==> src/rtl/pwm_pkg.sv <==
// pwm_pkg: shared widths, history limit and carrier direction
// for the pwm_dt_bank complementary PWM generator.
package pwm_pkg;
  localparam int CNT_W_DEF = 10;
  localparam int DT_W_DEF  = 6;

  typedef enum logic {UP, DOWN} dir_e;

  // Longest window the deadtime stage ever needs: d+1 with d at max.
  function automatic int hist_lim(input int dt_w);
    return 1 << dt_w;
  endfunction
endpackage

==> src/rtl/pwm_dt_insert.sv <==
// pwm_dt_insert: per-channel deadtime stage; a saturating run
// length of identical raw samples stands in for the d+1 window.
module pwm_dt_insert
  import pwm_pkg::*;
#(
  parameter int DT_W = DT_W_DEF
) (
  input  logic            clk,
  input  logic            rst,
  input  logic            ce,
  input  logic            raw,
  input  logic [DT_W-1:0] d,
  output logic            s,
  output logic            nots
);
  localparam int RW = DT_W + 1;
  localparam logic [RW-1:0] LIM = RW'(hist_lim(DT_W));

  logic          primed_q;
  logic          last_q;
  logic          s_q;
  logic          nots_q;
  logic [RW-1:0] run_q;
  logic [RW-1:0] run_d;
  logic [RW-1:0] need;
  logic          hit;

  // The first sample after reset is the reset raw value: not trusted.
  always_comb begin
    need  = {1'b0, d} + RW'(1);
    run_d = RW'(1);
    if (!primed_q)
      run_d = '0;
    else if (raw == last_q && run_q != '0)
      run_d = (run_q >= LIM) ? LIM : run_q + RW'(1);
    hit = (run_d >= need);
  end

  always_ff @(posedge clk or posedge rst) begin
    if (rst) begin
      primed_q <= 1'b0;
      last_q   <= 1'b0;
      run_q    <= '0;
      s_q      <= 1'b0;
      nots_q   <= 1'b0;
    end else if (ce) begin
      primed_q <= 1'b1;
      last_q   <= raw;
      run_q    <= run_d;
      s_q      <= raw & hit;
      nots_q   <= ~raw & hit;
    end
  end

  assign s    = s_q;
  assign nots = nots_q;
endmodule

==> src/rtl/pwm_dt_bank.sv <==
// pwm_dt_bank: N-channel complementary PWM with shadowed period/duty/
// deadtime; PWM_CENTER_ALIGNED_EN selects a triangular carrier.
module pwm_dt_bank
  import pwm_pkg::*;
#(
  parameter int CHANNELS = 2,
  parameter int CNT_W    = CNT_W_DEF,
  parameter int DT_W     = DT_W_DEF
) (
  input  logic                      clk,
  input  logic                      rst,
  input  logic                      ce,
  input  logic [CNT_W-1:0]          period,
  input  logic [CHANNELS*CNT_W-1:0] duty,
  input  logic [DT_W-1:0]           deadtime,
  input  logic                      load,
  output logic [CHANNELS-1:0]       s,
  output logic [CHANNELS-1:0]       nots,
  output logic                      interrupt
);
  typedef logic [CHANNELS-1:0][CNT_W-1:0] duty_t;

  logic [CNT_W-1:0]    p_sh_q;
  logic [CNT_W-1:0]    p_act_q;
  logic [CNT_W-1:0]    cnt_q;
  logic [CNT_W-1:0]    cnt_d;
  logic [DT_W-1:0]     d_sh_q;
  logic [DT_W-1:0]     d_act_q;
  duty_t               duty_sh_q;
  duty_t               duty_act_q;
  logic [CHANNELS-1:0] raw_q;
  logic [CHANNELS-1:0] raw_d;
  logic                irq_q;
  logic                wrap;

`ifdef PWM_CENTER_ALIGNED_EN
  dir_e dir_q;
  dir_e dir_d;

  // Wrap is the valley: the step that lands on zero.
  always_comb begin
    dir_d = dir_q;
    cnt_d = cnt_q;
    if (dir_q == UP && cnt_q < p_act_q) begin
      cnt_d = cnt_q + CNT_W'(1);
    end else begin
      if (cnt_q != '0)
        cnt_d = cnt_q - CNT_W'(1);
      dir_d = DOWN;
    end
    if (cnt_d == '0)
      dir_d = UP;
    wrap = (cnt_d == '0);
  end

  always_ff @(posedge clk or posedge rst) begin
    if (rst)
      dir_q <= UP;
    else if (ce)
      dir_q <= dir_d;
  end
`else
  always_comb begin
    wrap  = (cnt_q >= p_act_q);
    cnt_d = wrap ? '0 : cnt_q + CNT_W'(1);
  end
`endif

  always_comb begin
    raw_d = '0;
    for (int i = 0; i < CHANNELS; i++)
      raw_d[i] = (cnt_q < duty_act_q[i]);
  end

  always_ff @(posedge clk or posedge rst) begin
    if (rst) begin
      p_sh_q     <= '0;
      d_sh_q     <= '0;
      duty_sh_q  <= '0;
      p_act_q    <= '0;
      d_act_q    <= '0;
      duty_act_q <= '0;
      cnt_q      <= '0;
      raw_q      <= '0;
      irq_q      <= 1'b0;
    end else begin
      if (load) begin
        p_sh_q    <= period;
        d_sh_q    <= deadtime;
        duty_sh_q <= duty;
      end
      if (ce) begin
        cnt_q <= cnt_d;
        raw_q <= raw_d;
        if (wrap) begin
          p_act_q    <= p_sh_q;
          d_act_q    <= d_sh_q;
          duty_act_q <= duty_sh_q;
        end
      end
      irq_q <= ce & wrap;
    end
  end

  for (genvar i = 0; i < CHANNELS; i++) begin : g_ch
    pwm_dt_insert #(
      .DT_W(DT_W)
    ) u_dt (
      .clk (clk),
      .rst (rst),
      .ce  (ce),
      .raw (raw_q[i]),
      .d   (d_act_q),
      .s   (s[i]),
      .nots(nots[i])
    );
  end

  assign interrupt = irq_q;
endmodule

==> config.mk <==
export PLATFORM = sky130hd
export DESIGN_NAME = pwm_dt_bank
export DESIGN_NICKNAME = d
export VERILOG_FILES = /design/src/rtl/pwm_pkg.sv /design/src/rtl/pwm_dt_insert.sv /design/src/rtl/pwm_dt_bank.sv
export SDC_FILE = /design/constraint.sdc
export NUM_CORES = 1
export LEC_CHECK = 0
export ABC_AREA = 1
export BUFFER_PORTS_ARGS = -buffer_cell sky130_fd_sc_hd__buf_2
export CELL_PAD_IN_SITES_DETAIL_PLACEMENT = 0
export CELL_PAD_IN_SITES_GLOBAL_PLACEMENT = 2
export CORE_MARGIN = 5
export CORE_UTILIZATION = 34
export DETAILED_ROUTE_END_ITERATION = 12
export PLACE_DENSITY = 0.81
export SLEW_MARGIN = 10
export SYNTH_ARGS = -nofsm -noshare
export SYNTH_HDL_FRONTEND = slang
export SYNTH_SLANG_ARGS = --single-unit
==> constraint.sdc <==
create_clock -name clk -period 3.5 [get_ports clk]
set_clock_uncertainty 0.2 [all_clocks]
set_input_delay 0.35 -clock clk [delete_from_list [all_inputs] [get_ports clk]]
set_output_delay 0.35 -clock clk [all_outputs]
set_load 0.005 [all_outputs]
==> results of run 1 <==
==> metal layers <==
metal | track usage | up-vias
met2 | 0.223 | 89
met1 | 0.183 | 1957
met4 | 0.0386 | 0
met5 | 0 | -
li1 | - | 2125
met3 | 0.0341 | 16
==> cells by family after synthesis <==
family / count (synthesis) / synth area share
flops: 106 / 0.467
buf+inv: 87 / 0.0701
fa+ha+maj: 48 / 0.106
mux: 36 / 0.0714
compound gates: 38 / 0.0366
xor+xnor: 15 / 0.0231
simple gates: 307 / 0.226
==> placed cells by master (no fill, tap or decap), types with 4 or more instances in the layout <==
cell type	synthesis	final
dfrtp_1	106	106
nand2_1	190	190
mux2_2	36	36
ha_1	48	48
buf_2	12	44
nand4_1	12	12
a21oi_1	16	16
xor2_1	8	8
inv_1	60	59
o21ai_0	15	15
nand3_1	56	56
buf_4	7	4
xnor2_1	7	7
nor2_1	42	42
clkbuf_16	0	9
==> state kept, by name (all words and copies together), names as in the netlist <==
signal and count:
duty_sh_q 20, cnt_q 10, g_ch.u_dt.primed_q 1, d_sh_q 6
p_act_q 10, g_ch.u_dt.run_q 14, raw_q 2, d_act_q 6
g_ch.u_dt.s 2, p_sh_q 10, g_ch.u_dt.last_q 2, interrupt 1
g_ch.u_dt.nots 2, duty_act_q 20
==> report_power, final <==
group	switching, mW	internal (mW)
sequential	0.265	1.54
combinational	0.948	0.600
clock	0.508	0.503
total	1.72	2.64
==> final timing paths <==
kind / endpoint / cells past startpoint / slack, ns / startpoint
worst min-delay path: duty_sh_q[18] / 2 / 0.02 / duty[18]
max in group asynchronous: p_act_q[8] / 4 / 1.79 / rst
min in group asynchronous: d_sh_q[2] / 3 / 0.42 / rst
worst max register to register: g_ch[0].u_dt.nots / 11 / 1.12 / g_ch[0].u_dt.run_q[0]
worst max-delay path: g_ch[0].u_dt.nots / 11 / 1.12 / g_ch[0].u_dt.run_q[0]
worst min register to register: duty_act_q[1] / 2 / 0.27 / duty_act_q[1]
==> cell type report <==
type                       count  area [um^2]  share of cell area
timing repair buffer          49          260              0.0410
sequential                   106         2650               0.418
inverter                      62          235              0.0371
tap                          220          275              0.0434
multi-input combinational    444         2630               0.414
clock inverter                 7         71.3              0.0112
clock buffer                   9          225              0.0355
==> metrics by stage <==
stage | cell area [um^2] | power, mW | instances
after floorplan | 5680 | 3.02 | 637
after global placement | 6040 | 3.36 | 880
after detailed placement | 6040 | 3.40 | 880
after CTS | 6340 | 4.43 | 897
after global routing | 6340 | 4.78 | 897
final | 6340 | 4.36 | 897
==> critical path: cells and delay by family, from the launching register on <==
kind	cells	cell delay (ns)
adders and majority gates	2	0.48
DFF	1	0.43
and+or+nand+nor	6	0.82
AOI/OAI and AO/OA	2	0.28
buffers and inverters	1	0.07
==> results_dict.tcl, run 1 <==
set metrics [dict create \
    worstMarginPinSlew_ns 0.828 \
    drtIter0Drc 208 \
    seq_area_frac_synth 0.467 \
    wl_per_cell_um 14.0 \
    endpoint_kind "flop" \
    gp_congestion 0.795 \
    cts_hold_buf 1 \
    antenna_left 0 \
    io_buffers 44 \
    status "complete, no violations" \
    finalHoldViolations 0 \
    timing.hold.ws_ns 0.0177 \
    relSlewSlack 0.448 \
    grt_max_degree 49 \
    drv_slew 0 \
    cpMaxStageDelayCell "dfrtp_1" \
    rows 47 \
    drcViolationCount 0 \
    cts_tree "done" \
    first_global_vias 4293 \
    area_growth_pct 11.8 \
    placement.setup.worst_slack_ns 1.12 \
    core-area_um2 16500 \
    cp.required_ns 3.55 \
    antenna_cells 0 \
    final_util 0.385 \
    drive_gt1_frac 0.160 \
    ios 45 \
    synth_cell_types 26 \
    post-route-period-util 0.680 \
    initial_core_util 0.345 \
    die_width_um 139 \
    dr_wl_met2_mm 5.71 \
    wl_met3_um 507 \
    grt-ovfl-total 0 \
    ir_worst_vdd_uv 277 \
    vias 4187 \
    worstSkewPairLatency_ns 0.36 \
    cts_buffer_depth 2 \
    synth_top_area_frac 0.467 \
    synth_area_leaders "dfrtp_1 47%, nand2_1 13%, ha_1 11%" \
    dpl.hpwl_mm 9.40 \
    path_clk_slew_ns 0.08 \
    cts.sinks 106 \
    synth.net_count 725 \
    post_cts_buffers 0 \
    fmax_ghz 0.420 \
    dr.pass1.iters 4 \
    ys_ff_latch 106 \
    top_layer "met4" \
    synth-warning-count 0 \
    rsz0062_at_grt "false" \
    cpPeakStageDelay_ns 0.43 \
    antenna_found_initial 0 \
    die_y_um 139 \
    wl_met1_mm 6.09 \
    syn_area_um2 5680 \
    power_density_nw_per_um2 687 \
    yosysMostFrequentCell "nand2_1" \
    setup_tns_ns 0 \
    fill_cells 1714 \
    cts_root_buf "clkbuf_16" \
    final_nets 760 \
    start_kind "flop" \
    hp-class "in2reg" \
    fp.dieArea_um2 19400 \
    cp_data_arrival_time_ns 2.43 \
    grt_first_pass_wirelength_mm 21.8 \
    syn_area_per_cell_um2 8.91 \
    criticalPathCategory "reg2reg" \
    via_per_inst 4.67 \
    layout_setup_ws_ns 1.12 \
    path_max_fanout 5 \
    synth_commonest_cells "190 x nand2_1, 106 x dfrtp_1, 60 x inv_1, 56 x nand3_1, 48 x ha_1" \
    synth_area_leader_cell "dfrtp_1" \
    async_flop_share 1.00 \
    post_cts_resized 0 \
    grt_usage 0.137 \
    setup_viol 0 \
    synth_ff_type "dfrtp_1" \
    cts_inserted_buffers 9 \
    synthCells 637 \
    synth_edf_count 0 \
    leakagePower_nw 3.24 \
    crit_chain "inv_1 -> ha_1 -> nand4_1 -> nand3_1 -> nor2_1 -> ha_1 -> a21oi_1 -> o21a_1 -> nand3_1 -> nand2_1 -> nand2_1" \
    htreeDepth 3 \
    cap_violations 0 \
    fin_crit_ns 2.38 \
    drt_wl_total_mm 12.5 \
]
No activity file was read; power rests on OpenSTA's default activity.
==> run 2, diff against run 1 <==
Settings changed: CORE_UTILIZATION 34 to 37, PLACE_DENSITY 0.81 to 0.84.
Clock period 3.5 ns to 2.32 ns, I/O delays scaled along.
==> run 2 against run 1 <==
Effect of this change: hold slack gained 0.064 ns; worst setup slack lost 1.0 ns; sequential power grew 48%; final cell count grew 2.0%; global-route usage grew 1.1 points; combinational power grew 72%; clock power grew 54%; largest cell class is now multi-input gates; largest power group unchanged; highest routed layer unchanged.
==> results_dict.tcl, run 2 (synthesis results as in run 1) <==
set metrics [dict create \
    status "complete, no violations" \
    hp-class "in2reg" \
    path_max_fanout 4 \
    fmax_ghz 0.448 \
    finalHoldViolations 0 \
    cp_data_arrival_time_ns 2.27 \
    setup_viol 0 \
    ir_worst_vdd_uv 505 \
    cp.required_ns 2.36 \
    met1_usage 0.204 \
    die_width_um 134 \
    post-route-period-util 0.962 \
    area_growth_pct 20.9 \
    dr.pass1.iters 5 \
    antenna_found_initial 0 \
    fin_crit_ns 2.23 \
    leakagePower_nw 3.49 \
    grt-ovfl-total 0 \
    criticalPathCategory "reg2reg" \
    fill_cells 1462 \
    rsz0062_at_grt "true" \
    mostFrequentLayoutCell "nand2_1" \
    timing.hold.ws_ns 0.0818 \
    drt_wl_total_mm 12.4 \
    final_cell_mix "190 x nand2_1, 104 x dfrtp_1, 59 x inv_1" \
    endpoint_kind "flop" \
    core-area_um2 15100 \
    die_y_um 134 \
    seqCellArea_um2 2660 \
    top_regs "duty_act_q (20), duty_sh_q (20), g_ch.u_dt.run_q (14)" \
    cap_violations 0 \
    fp.dieArea_um2 17900 \
    first_global_vias 4358 \
    via_per_inst 4.77 \
    grt_first_pass_wirelength_mm 21.5 \
    relSlewSlack 0.620 \
    drtIter0Drc 210 \
    path_clk_slew_ns 0.07 \
    dpl.hpwl_mm 8.84 \
    multi_input_area_um2 2670 \
    grt_usage 0.149 \
    grt_max_degree 107 \
    wl_per_cell_um 13.6 \
    cts_root_buf "clkbuf_16" \
    cts_inserted_buffers 9 \
    drv_slew 0 \
    drcViolationCount 0 \
    power_density_nw_per_um2 1000 \
    cts_buffer_depth 2 \
    htreeDepth 3 \
    antenna_cells 0 \
    final_nets 810 \
    io_buffers 44 \
    rows 45 \
    drive_gt1_frac 0.187 \
    cts.sinks 106 \
    use_met3 0.0278 \
    cts_tree "done" \
    worstSkewPairLatency_ns 0.35 \
    ios 45 \
    gp_congestion 0.824 \
    total_power_mw 6.89 \
    use_met2 0.236 \
    antenna_left 0 \
    vias 4368 \
    start_kind "flop" \
    worstMarginPinSlew_ns 0.570 \
    busiest_layer "met2" \
    initial_core_util 0.375 \
]
[run 2: area by class of cell]
type,count,area share
sequential,106,0.387
multi-input combinational,444,0.389
clock inverter,7,0.0109
clock buffer,9,0.0328
inverter,62,0.0345
timing repair buffer,99,0.111
tap,188,0.0343
[run 2: routing by layer]
metal  vias up  part of all wire
li1       2235                 -
met1      2032              0.50
met5         -                 0
met3        22             0.028
met2        79              0.45
met4         0             0.019
[run 2: stage by stage]
step / instances / worst slack (ns) / setup TNS, ns / cell area (um^2) / utilization
floorplan: 637 / 0.304 / 0 / 5680 / -
global placement: 860 / 0.124 / 0 / 6130 / 0.405
detailed placement: 860 / 0.0518 / 0 / 6130 / 0.405
CTS: 913 / 0.0242 / 0 / 6800 / 0.449
global route: 915 / -0.0542 / -0.161 / 6860 / 0.453
finish: 915 / 0.0886 / 0 / 6860 / 0.453
[run 2: repair_timing]
action / in CTS / in global routing
endpoints found under the hold margin: 142 / 0
hold buffers: 37 / 0
setup endpoints to repair: 0 / 4
setup buffers: 0 / 2
gates resized for setup: 0 / 16
[run 2: critical path, cell delays in order (launching register included)]
cell and delay (ns):
dfrtp_1 0.40, inv_1 0.08, ha_1 0.19, nand4_1 0.16
nand3_2 0.16, nor2_2 0.16, ha_1 0.28, a21oi_1 0.14
o21ai_0 0.09, nand2_1 0.08, nand3_2 0.08, nand2_1 0.06
nand2_1 0.05
[run 2: path summary, 6_finish.rpt]
kind,start,end,slack [ns],cells past startpoint
setup / recovery,g_ch[1].u_dt.run_q[0],g_ch[1].u_dt.nots,0.09,12
hold / removal,ce,g_ch[0].u_dt.last_q,0.08,4
setup reg to reg,g_ch[1].u_dt.run_q[0],g_ch[1].u_dt.nots,0.09,12
hold reg to reg,duty_act_q[0],duty_act_q[0],0.28,2
max in group asynchronous,rst,duty_sh_q[19],1.11,4
min in group asynchronous,rst,d_sh_q[1],0.38,4
[run 2: power breakdown]
group,switching [mW],internal [mW]
registers,0.343,2.32
clock network,0.716,0.848
logic,1.57,1.09
==> run 3, diff against run 2 <==
Settings changed: ABC_AREA 1 to not set, CORE_UTILIZATION 37 to 40.
==> run 3 against run 2 <==
Effect of this change: the run now ends with setup timing left; power up 27%; hold slack gained 0.092 ns; combinational power increased by 66%; first-iteration DRC count is 29% lower; utilization rose by 8.4 points; final cell count decreased by 9.8%; synthesized cell count down 22%; final area increased by 8.2%; sequential power increased by 3%; die area fell by 7.5%; critical path depth shrank 1; wire length up 1.4%.
==> results_dict.tcl, run 3 <==
set metrics [dict create \
    seqPwrFrac 0.314 \
    cp_data_arrival_time_ns 2.88 \
    final_nets 728 \
    rsz0062_at_grt "true" \
    ir_worst_vdd_uv 609 \
    cts_inserted_buffers 9 \
    vias 4152 \
    gp_congestion 0.805 \
    status "complete, but fails checks" \
    swShare 0.351 \
    seq_area_frac_synth 0.470 \
    antenna_cells 0 \
    via_per_inst 5.03 \
    htreeDepth 3 \
    path_clk_slew_ns 0.07 \
    power_frac_comb 0.504 \
    area_growth_pct 31.7 \
    grt_usage 0.159 \
    drtIter0Drc 149 \
    cts_root_buf "clkbuf_16" \
    dpl.hpwl_mm 8.95 \
    fill_cells 1207 \
    grt_max_degree 51 \
    syn_area_um2 5640 \
    drv_slew 0 \
    endpoint_kind "flop" \
    grt-ovfl-total 0 \
    yosysMostFrequentCell "dfrtp_1" \
    synth_top_area_frac 0.470 \
    relSlewSlack 0.638 \
    start_kind "flop" \
    final_cell_mix "105 x dfrtp_1, 68 x mux2_2, 61 x buf_4" \
    antenna_found_initial 0 \
    synth.net_count 585 \
    ios 45 \
    finalHoldViolations 0 \
    antenna_left 0 \
    top_regs "duty_act_q (20), duty_sh_q (20), g_ch.u_dt.run_q (14)" \
    grt_first_pass_wirelength_mm 21.1 \
    dr.pass1.iters 4 \
    setup_viol 4 \
    fin_crit_ns 2.86 \
    power_density_nw_per_um2 1180 \
    first_global_vias 4324 \
    drive_gt1_frac 0.363 \
    violations "setup timing" \
    rows 43 \
    wl_per_cell_um 15.3 \
    synth_area_leaders "dfrtp_1 47%, mux2_2 14%, ha_1 11%" \
    cts_buffer_depth 2 \
    core-area_um2 13800 \
    path_max_fanout 3 \
    placement.setup.worst_slack_ns -0.598 \
    ys_ff_latch 106 \
    worstMarginPinSlew_ns 0.543 \
    die_width_um 129 \
    fp.dieArea_um2 16600 \
    synth_ff_type "dfrtp_1" \
    die_y_um 129 \
    synth_cell_types 49 \
    synth_area_leader_cell "dfrtp_1" \
    criticalPathCategory "reg2reg" \
    cts.sinks 106 \
    layout_setup_ws_ns -0.540 \
    hp-class "in2reg" \
    drcViolationCount 0 \
    synth_edf_count 0 \
    io_buffers 44 \
    synth_commonest_cells "106 x dfrtp_1, 68 x mux2_2, 48 x ha_1, 40 x inv_1, 30 x nor2_1" \
    cap_violations 0 \
    switching_power_mw 3.06 \
    leakagePower_nw 3.44 \
    mostFrequentLayoutCell "dfrtp_1" \
    cp.required_ns 2.34 \
    setup_tns_ns -1.94 \
    drt_wl_total_mm 12.6 \
    cts_tree "done" \
    post-route-period-util 1.23 \
    pwr-share-clk 0.181 \
    synth-warning-count 0 \
    syn_area_per_cell_um2 11.3 \
    initial_core_util 0.408 \
    async_flop_share 1.00 \
    timing.hold.ws_ns 0.174 \
    synthCells 497 \
    p_int_mw 5.68 \
    fmax_ghz 0.350 \
    worstSkewPairLatency_ns 0.35 \
]
==> run 3: repair_timing <==
| action | 4_1_cts | 5_1_grt |
|---|---|---|
| hold buffers | 37 | 0 |
| pin swaps | 4 | 16 |
| buffers inserted | 6 | 7 |
| hold endpoints to repair | 58 | 0 |
| cloned | 0 | 2 |
| resized for setup | 7 | 28 |
| endpoints found under the setup margin | 6 | 40 |
==> run 3: power groups by stage <==
stage	sequential [mW]	combinational (mW)	clock (mW)
floorplan	2.74	2.45	0
global placement	2.77	3.50	0
detailed placement	2.78	3.61	0
CTS	2.75	3.84	1.64
global route	2.83	4.91	1.71
finish	2.75	4.41	1.59
==> run 3: metrics by stage <==
stage                     instance area, um^2  std cells  power, mW   util
after CTS                                7200        817       8.22  0.520
after global routing                     7430        825       9.45  0.537
after global placement                   6430        758       6.27  0.465
after detailed placement                 6430        758       6.40  0.465
after floorplan                          5650        497       5.18      -
final                                    7430        825       8.74  0.537
==> run 3: per-layer routing <==
| metal | vias to the layer above | part of all wire | wire [um] | global-route usage |
|---|---|---|---|---|
| li1 | 2042 | - | - | - |
| met1 | 2036 | 0.46 | 5760 | 0.206 |
| met2 | 56 | 0.50 | 6250 | 0.269 |
| met3 | 18 | 0.027 | 344 | 0.0315 |
| met4 | 0 | 0.020 | 248 | 0.0494 |
| met5 | - | 0 | 0 | 0 |
==> run 3: cell type report <==
| cell class | count | area (um^2) | share of cell area |
|---|---|---|---|
| Clock buffer | 10 | 239 | 0.0322 |
| Clock inverter | 6 | 71.3 | 0.00960 |
| Inverter | 40 | 154 | 0.0207 |
| Multi-Input combinational cell | 334 | 2900 | 0.390 |
| Sequential cell | 106 | 2650 | 0.357 |
| Tap cell | 180 | 225 | 0.0303 |
| Timing Repair Buffer | 149 | 1180 | 0.160 |
==> run 3: path summary, 6_finish.rpt <==
path                                       startpoint        endpoint  slack, ns  cells after the start
max in group asynchronous                         rst        cnt_q[3]       0.94                      4
worst max-delay path            g_ch[0].u_dt.run_q[0]  g_ch[0].u_dt.s      -0.54                     11
min in group asynchronous                         rst       p_sh_q[6]       0.27                      3
worst min-delay path                               ce        cnt_q[5]       0.17                      5
worst min register to register          duty_act_q[6]   duty_act_q[6]       0.29                      1
worst max register to register  g_ch[0].u_dt.run_q[0]  g_ch[0].u_dt.s      -0.54                     11
==> run 3: cell families (layout without fill, tap and decap cells) <==
| family | Yosys count | count (layout) | synth area share |
|---|---|---|---|
| AO/OA/AOI/OAI | 73 | 73 | 0.0908 |
| XOR/XNOR | 17 | 17 | 0.0277 |
| multiplexers | 77 | 77 | 0.153 |
| adder cells (fa/ha/maj) | 48 | 48 | 0.107 |
| flip-flops | 106 | 106 | 0.470 |
| buffers and inverters | 57 | 205 | 0.0459 |
| AND/OR/NAND/NOR | 119 | 119 | 0.106 |
==> run 3: worst max-delay path: stages, from the launching register on <==
cell and delay (ns):
dfrtp_1 0.39, inv_2 0.06, ha_1 0.14, or4b_4 0.51, o311ai_4 0.31, nor2_2 0.08, and2_4 0.15, ha_4 0.22
a211oi_4 0.26, nor4_4 0.07, nor4_2 0.27, a21oi_1 0.07
